`src/rtl/la_packet_decoder_pkg.sv`:
```
// Shared logic-analyser decoder types and constants.
// Imported by the packet decoder RTL and its bench.
package la_packet_decoder_pkg;

  typedef enum logic [2:0] {
    ST_HEAD0,
    ST_HEAD1,
    ST_OPCODE,
    ST_ARG0,
    ST_ARG1,
    ST_EMIT,
    ST_DROP
  } state_e;

  localparam logic [7:0]  OP_SET_SAMPLES  = 8'h01;
  localparam logic [15:0] DEFAULT_HEADER  = 16'hAA55;
  localparam logic [7:0]  DEFAULT_SAMPLES = 8'h80;

endpackage

```
`src/rtl/la_packet_decoder.sv`:
```
// 5-byte command packet decoder for the logic analyser.
// Error counter built only with LA_DECODER_ERRCNT_EN defined.
module la_packet_decoder
  import la_packet_decoder_pkg::*;
#(
  parameter logic [15:0] HEADER        = DEFAULT_HEADER,
  parameter logic [7:0]  SAMPLES_RESET = DEFAULT_SAMPLES
) (
  input  logic        clk,
  input  logic        reset,
  input  logic        io_in_valid,
  output logic        io_in_ready,
  input  logic        io_in_bits_last,
  input  logic [7:0]  io_in_bits_fragment,
  output logic        io_cmd_valid,
  input  logic        io_cmd_ready,
  output logic [7:0]  io_cmd_opcode,
  output logic [15:0] io_cmd_arg,
  output logic [7:0]  io_samplesLeftAfterTrigger,
  output logic [7:0]  io_errorCount
);

  state_e      state_q, state_d;
  logic [7:0]  opcode_q, opcode_d;
  logic [15:0] arg_q, arg_d;
  logic [7:0]  samples_q, samples_d;
  logic        accept;
  logic        err_evt;
  logic        last;
  logic [7:0]  frag;

  assign last   = io_in_bits_last;
  assign frag   = io_in_bits_fragment;
  assign accept = io_in_valid && io_in_ready;

  // State register
  always_ff @(posedge clk) begin
    if (reset) state_q <= ST_HEAD0;
    else       state_q <= state_d;
  end

  // Next state: one step per accepted byte; errors resync via DROP
  always_comb begin
    state_d = state_q;
    err_evt = 1'b0;
    unique case (state_q)
      ST_HEAD0: if (accept) begin
        err_evt = (frag != HEADER[7:0]) || last;
        state_d = ST_HEAD1;
      end
      ST_HEAD1: if (accept) begin
        err_evt = (frag != HEADER[15:8]) || last;
        state_d = ST_OPCODE;
      end
      ST_OPCODE: if (accept) begin
        err_evt = last;
        state_d = ST_ARG0;
      end
      ST_ARG0: if (accept) begin
        err_evt = last;
        state_d = ST_ARG1;
      end
      ST_ARG1: if (accept) begin
        err_evt = !last;
        state_d = ST_EMIT;
      end
      ST_EMIT: if (io_cmd_ready) begin
        state_d = ST_HEAD0;
      end
      ST_DROP: if (accept && last) begin
        state_d = ST_HEAD0;
      end
      default: state_d = ST_HEAD0;
    endcase
    if (err_evt) state_d = last ? ST_HEAD0 : ST_DROP;
  end

  // Handshake outputs follow the state directly
  always_comb begin
    io_in_ready  = (state_q != ST_EMIT);
    io_cmd_valid = (state_q == ST_EMIT);
  end

  // Capture packet fields; set-samples commits with the ARG1 byte
  always_comb begin
    opcode_d  = opcode_q;
    arg_d     = arg_q;
    samples_d = samples_q;
    if (accept && state_q == ST_OPCODE && !last) begin
      opcode_d = frag;
    end
    if (accept && state_q == ST_ARG0 && !last) begin
      arg_d[7:0] = frag;
    end
    if (accept && state_q == ST_ARG1 && last) begin
      arg_d[15:8] = frag;
      if (opcode_q == OP_SET_SAMPLES) samples_d = arg_q[7:0];
    end
  end

  // Datapath registers
  always_ff @(posedge clk) begin
    if (reset) begin
      opcode_q  <= 8'h0;
      arg_q     <= 16'h0;
      samples_q <= SAMPLES_RESET;
    end else begin
      opcode_q  <= opcode_d;
      arg_q     <= arg_d;
      samples_q <= samples_d;
    end
  end

  assign io_cmd_opcode              = opcode_q;
  assign io_cmd_arg                 = arg_q;
  assign io_samplesLeftAfterTrigger = samples_q;

`ifdef LA_DECODER_ERRCNT_EN
  logic [7:0] err_cnt_q, err_cnt_d;

  // Saturating malformed-packet counter
  always_comb begin
    err_cnt_d = err_cnt_q;
    if (err_evt && err_cnt_q != 8'hFF) err_cnt_d = err_cnt_q + 8'd1;
  end

  // Error counter register
  always_ff @(posedge clk) begin
    if (reset) err_cnt_q <= 8'h0;
    else       err_cnt_q <= err_cnt_d;
  end

  assign io_errorCount = err_cnt_q;
`else
  assign io_errorCount = 8'h0;
`endif

endmodule

```
`config.mk`:
```
export PLATFORM = sky130hd
export DESIGN_NAME = la_packet_decoder
export DESIGN_NICKNAME = d
export VERILOG_FILES = /design/src/rtl/la_packet_decoder_pkg.sv /design/src/rtl/la_packet_decoder.sv
export SDC_FILE = /design/constraint.sdc
export NUM_CORES = 1
export LEC_CHECK = 0
export CORE_MARGIN = 5
export CORE_UTILIZATION = 40
export DETAILED_ROUTE_END_ITERATION = 8
export PLACE_DENSITY_LB_ADDON = 0.12
export SKIP_CTS_REPAIR_TIMING = 1
export SYNTH_ARGS = -nofsm -noshare
export SYNTH_HDL_FRONTEND = slang
export SYNTH_SLANG_ARGS = --single-unit
```
`constraint.sdc`:
```
create_clock -name clk -period 4.1 [get_ports clk]
set_clock_uncertainty 0.2 [all_clocks]
set_input_delay 0.615 -clock clk [delete_from_list [all_inputs] [get_ports clk]]
set_output_delay 0.615 -clock clk [all_outputs]
set_load 0.01 [all_outputs]
```
==> Word level (Yosys, flattened, before mapping) <==
Cells that the tools add are included.
{ "op_classes": {"reduce_logical": 15, "n_eq_ne": 17, "mux": 15} }
{ "ops": {"columns": ["op", "count"], "rows": [
  ["$mux 3", 9],
  ["$ne 3x3->1 const B", 7],
  ["$pmux 3 s7", 1],
  ["$eq 3x3->1 const B", 3],
  ["$eq 8x1->1 const B", 1],
  ["$logic_and 1x1->1", 8],
  ["$ne 8x7->1 const B", 1],
  ["$ne 8x8->1 const B", 1],
  ["$reduce_and 7->1", 1],
  ["$eq 3x2->1 const B", 2],
  ["$mux 1", 4],
  ["$pmux 1 s4", 1],
  ["$eq 3x1->1 const B", 1],
  ["$logic_not 3->1", 1],
  ["$ne 3x1->1 const B", 1],
  ["$logic_or 1x1->1", 2],
  ["$reduce_and 2->1", 1],
  ["$reduce_or 2->1", 1],
  ["$logic_not 1->1", 1]
]} }
{ "word_totals": {"ff_bits": 35, "out_inout_bits": 42, "inputBits": 13} }

==> Depth between registers and ports, before layout <==
{ "depth": {"ltp_word": 6, "depth_mapped": 6, "ltp_nobuf": 4} }

==> Worst setup path before layout <==
No wires, ideal clock.
{ "synth_path": {"kind": "register to register", "start": "reg opcode_q[5], in the netlist io_cmd_opcode[5]", "end": "reg samples_q[7], in the netlist io_samplesLeftAfterTrigger[7]", "t_arrival_ns": 1.757, "path_slack_ns": 2.023, "stages_incl_launch_ff": 5, "path_buffers": 0, "period_less_slack_ns": 2.077, "setup_ns": 0.120, "path_cell_list": "dfxtp_1 > or4b_4 > nor4_4 > nor2b_1 > a211o_1"} }
{ "synth_via": {"elab_chain_len": 2} }
{ "synth_rtl": {"columns": ["item", "line", "text"], "rows": [
  ["start, declared", "la_packet_decoder.sv:24", "logic [7:0] opcode_q, opcode_d;"],
  ["start signal, assigned", "la_packet_decoder.sv:108", "opcode_q <= opcode_d;"],
  ["$eq 8x1->1", "la_packet_decoder.sv:97", "if (opcode_q == OP_SET_SAMPLES) samples_d = arg_q[7:0];"],
  ["$reduce_and 2->1 (no line)", null, null],
  ["end signal, assigned", "la_packet_decoder.sv:110", "samples_q <= samples_d;"],
  ["end, declared", "la_packet_decoder.sv:26", "logic [7:0] samples_q, samples_d;"]
]} }
Every way passes these cells.
A chain may end at the register's enable or synchronous reset.

==> Final worst setup path <==
{ "layout_path": {"start": "reg state_q[0]", "end": "out io_cmd_valid"} }
{ "layout_via": {"elab_chain_len": 1} }
{ "layout_rtl": {"columns": ["item", "line", "text"], "rows": [
  ["start, declared", "la_packet_decoder.sv:23", "state_e state_q, state_d;"],
  ["start signal, assigned", "la_packet_decoder.sv:39", "else state_q <= state_d;"],
  ["$eq 3x3->1", "la_packet_decoder.sv:81", "io_cmd_valid = (state_q == ST_EMIT);"],
  ["end, declared", "la_packet_decoder.sv:15", "output logic io_cmd_valid,"]
]} }
Every way passes these cells.

==> metrics.cfg <==
[run_status]
outcome = finished, final reports clean

[floorplanning]
dieArea_um2 = 5510
rows = 23
core-area_um2 = 4000
pin_count = 55
fp.dieW_um = 74.3
fp.dieH_um = 74.3
initial_utilization = 0.413

[clocking]
root_buffer = clkbuf_8
numCtsBuffers = 5
path_clk_slew_ns = 0.07
clk_latency_ns = 0.28
cts_max_path_buffers = 2
h-tree-depth = 2
cts_tree = built
clock-sinks = 35

[timing]
holdWs_ns = 0.303
tightestPinTransition_ns = 0.721
slew_viol_final = 0
tns_ns = 0
setup_violations = 0
fmax_mhz = 367
layout_setup_ws_ns = 1.38
rsz0062_at_grt = false
post-route-period-util = 0.664
slew_headroom = 0.516
hold_viol_final = 0
period_needed_ns = 2.72

[placement]
dp_cells = 261
dp_hpwl_mm = 3.00
port_buffers = 46
gp_congestion = 0.799
pre_cts_ws_ns = 1.21

[drt]
drtAntennaViolNets = 0
vias = 1384
viasPerCell = 5.14
wire_per_inst_um = 15.1
wl_mm = 4.06
firstDrtPassIters = 4
drt-initial-drc-count = 94
drc = 0

[logic_synthesis]
async_flop_share = 0
syn-cell-area_um2 = 1650
syn_area_per_cell_um2 = 9.38
synth_ff_type = dfxtp_1
synth_area_leaders = dfxtp_1, mux2i_1, nor2_1, buf_4, clkbuf_1
synth-seq-cells = 35
synth_cell_types = 38
ys_seq_area_frac = 0.424
ys_warn_count = 0
synth_edf_count = 0
yosysTopAreaCellShare = 0.424
post-synth-top-area-cell = dfxtp_1
syn_inst = 176

[critical_path]
worst-path-max-fanout = 15
crit_arrival_ns = 1.91
required_ns = 3.28
regToRegSetupSlack_ns = 1.78
critPathKind = reg2out
crit_path_end_kind = output port
cp-start-kind = flip-flop

[grt]
first_global_vias = 1350
grt_max_degree = 26
grt-ovfl-total = 0
grt_util_all_layers = 0.157
grt_pass1_wl_mm = 6.51
antenna_found_initial = 0

[finish]
nNetsFinal = 231
fin_cells = 269
utilization = 0.544
final_layout_size_suffix_gt1_frac = 0.0594
layout_common_cells = clkdlybuf4s50_1, nor2_1, dfxtp_1
area_growth_pct = 31.7
layout_commonest_cell = clkdlybuf4s50_1
diodes = 0
fill_cells = 365

[min_path]
hold_class = reg2reg

[flow_run]
cap_violations = 0

[pwr]
leakagePower_nw = 0.803
ir_drop_mv = 0.199
power_density_nw_per_um2 = 311

==> layout make-up <==
cell class	instances	area [um2]	area share
clock inverter	1	5.00	0.00230
sequential	35	701	0.322
tap	50	62.6	0.0288
clock buffer	7	76.3	0.0351
timing repair buffer	47	468	0.215
inverter	3	11.3	0.00518
multi-input combinational	126	852	0.392
==> cells in the mapped netlist, drive strengths merged, types with 2 or more instances <==
| master | number |
|---|---|
| o21a | 2 |
| nand3 | 4 |
| mux2i | 31 |
| a21oi | 4 |
| a31oi | 2 |
| nand4 | 2 |
| dfxtp | 35 |
| buf | 12 |
| and3 | 2 |
| nor4bb | 2 |
| inv | 3 |
| nor2b | 4 |
| clkbuf | 7 |
| o21ai | 3 |
| nand4b | 2 |
| nand2 | 4 |
| nor2 | 37 |
| nor3b | 2 |
==> worst max-delay path: stages, from the launching register on <==
cell and delay, ns:
dfxtp_1 0.68, nand2_1 0.22, nor2_1 0.17, clkdlybuf4s50_1 0.55
==> through the flow <==
step	power [mW]	instance area, um2
after global routing	0.710	2180
after CTS	0.686	2180
final	0.678	2180
after global placement	0.448	2090
after floorplan	0.423	1680
after detailed placement	0.450	2090
==> metal layers <==
layer	up-vias	GRT usage	part of all wire
met3	4	0.0568	0.071
met2	44	0.259	0.48
met4	0	0.0711	0.014
li1	685	-	-
met5	-	0	0
met1	651	0.183	0.43
==> sequential cells by signal, summed over array words and instances, names as in the netlist <==
signal,cells
io_cmd_arg,16
io_cmd_opcode,8
io_samplesLeftAfterTrigger,8
state_q,3
==> logic make-up after synthesis <==
logic type | share of synthesized area
muxes | 0.188
AOI/OAI and AO/OA | 0.0856
and+or+nand+nor | 0.219
DFF | 0.424
xor gates and xnor gates | 0.00530
other | 0.00227
buffers and inverters | 0.0758
==> power breakdown <==
part | switching, mW | total, mW | internal, mW
clock network | 0.116 | 0.235 | 0.119
logic | 0.0409 | 0.0800 | 0.0390
registers | 0.0159 | 0.363 | 0.347
==> final timing paths <==
path | from | endpoint | cells after the start
worst max-delay path | state_q[0]$_SDFFE_PP0P_ | io_cmd_valid | 3
worst min-delay path | io_cmd_arg[10]$_SDFFE_PP0P_ | io_cmd_arg[10]$_SDFFE_PP0P_ | 2
worst max register to register | state_q[2]$_SDFFE_PP0P_ | io_samplesLeftAfterTrigger[7]$_SDFFE_PP1P_ | 4
worst min register to register | io_cmd_arg[10]$_SDFFE_PP0P_ | io_cmd_arg[10]$_SDFFE_PP0P_ | 2
Note: power is estimated with default switching activity, not from simulation.
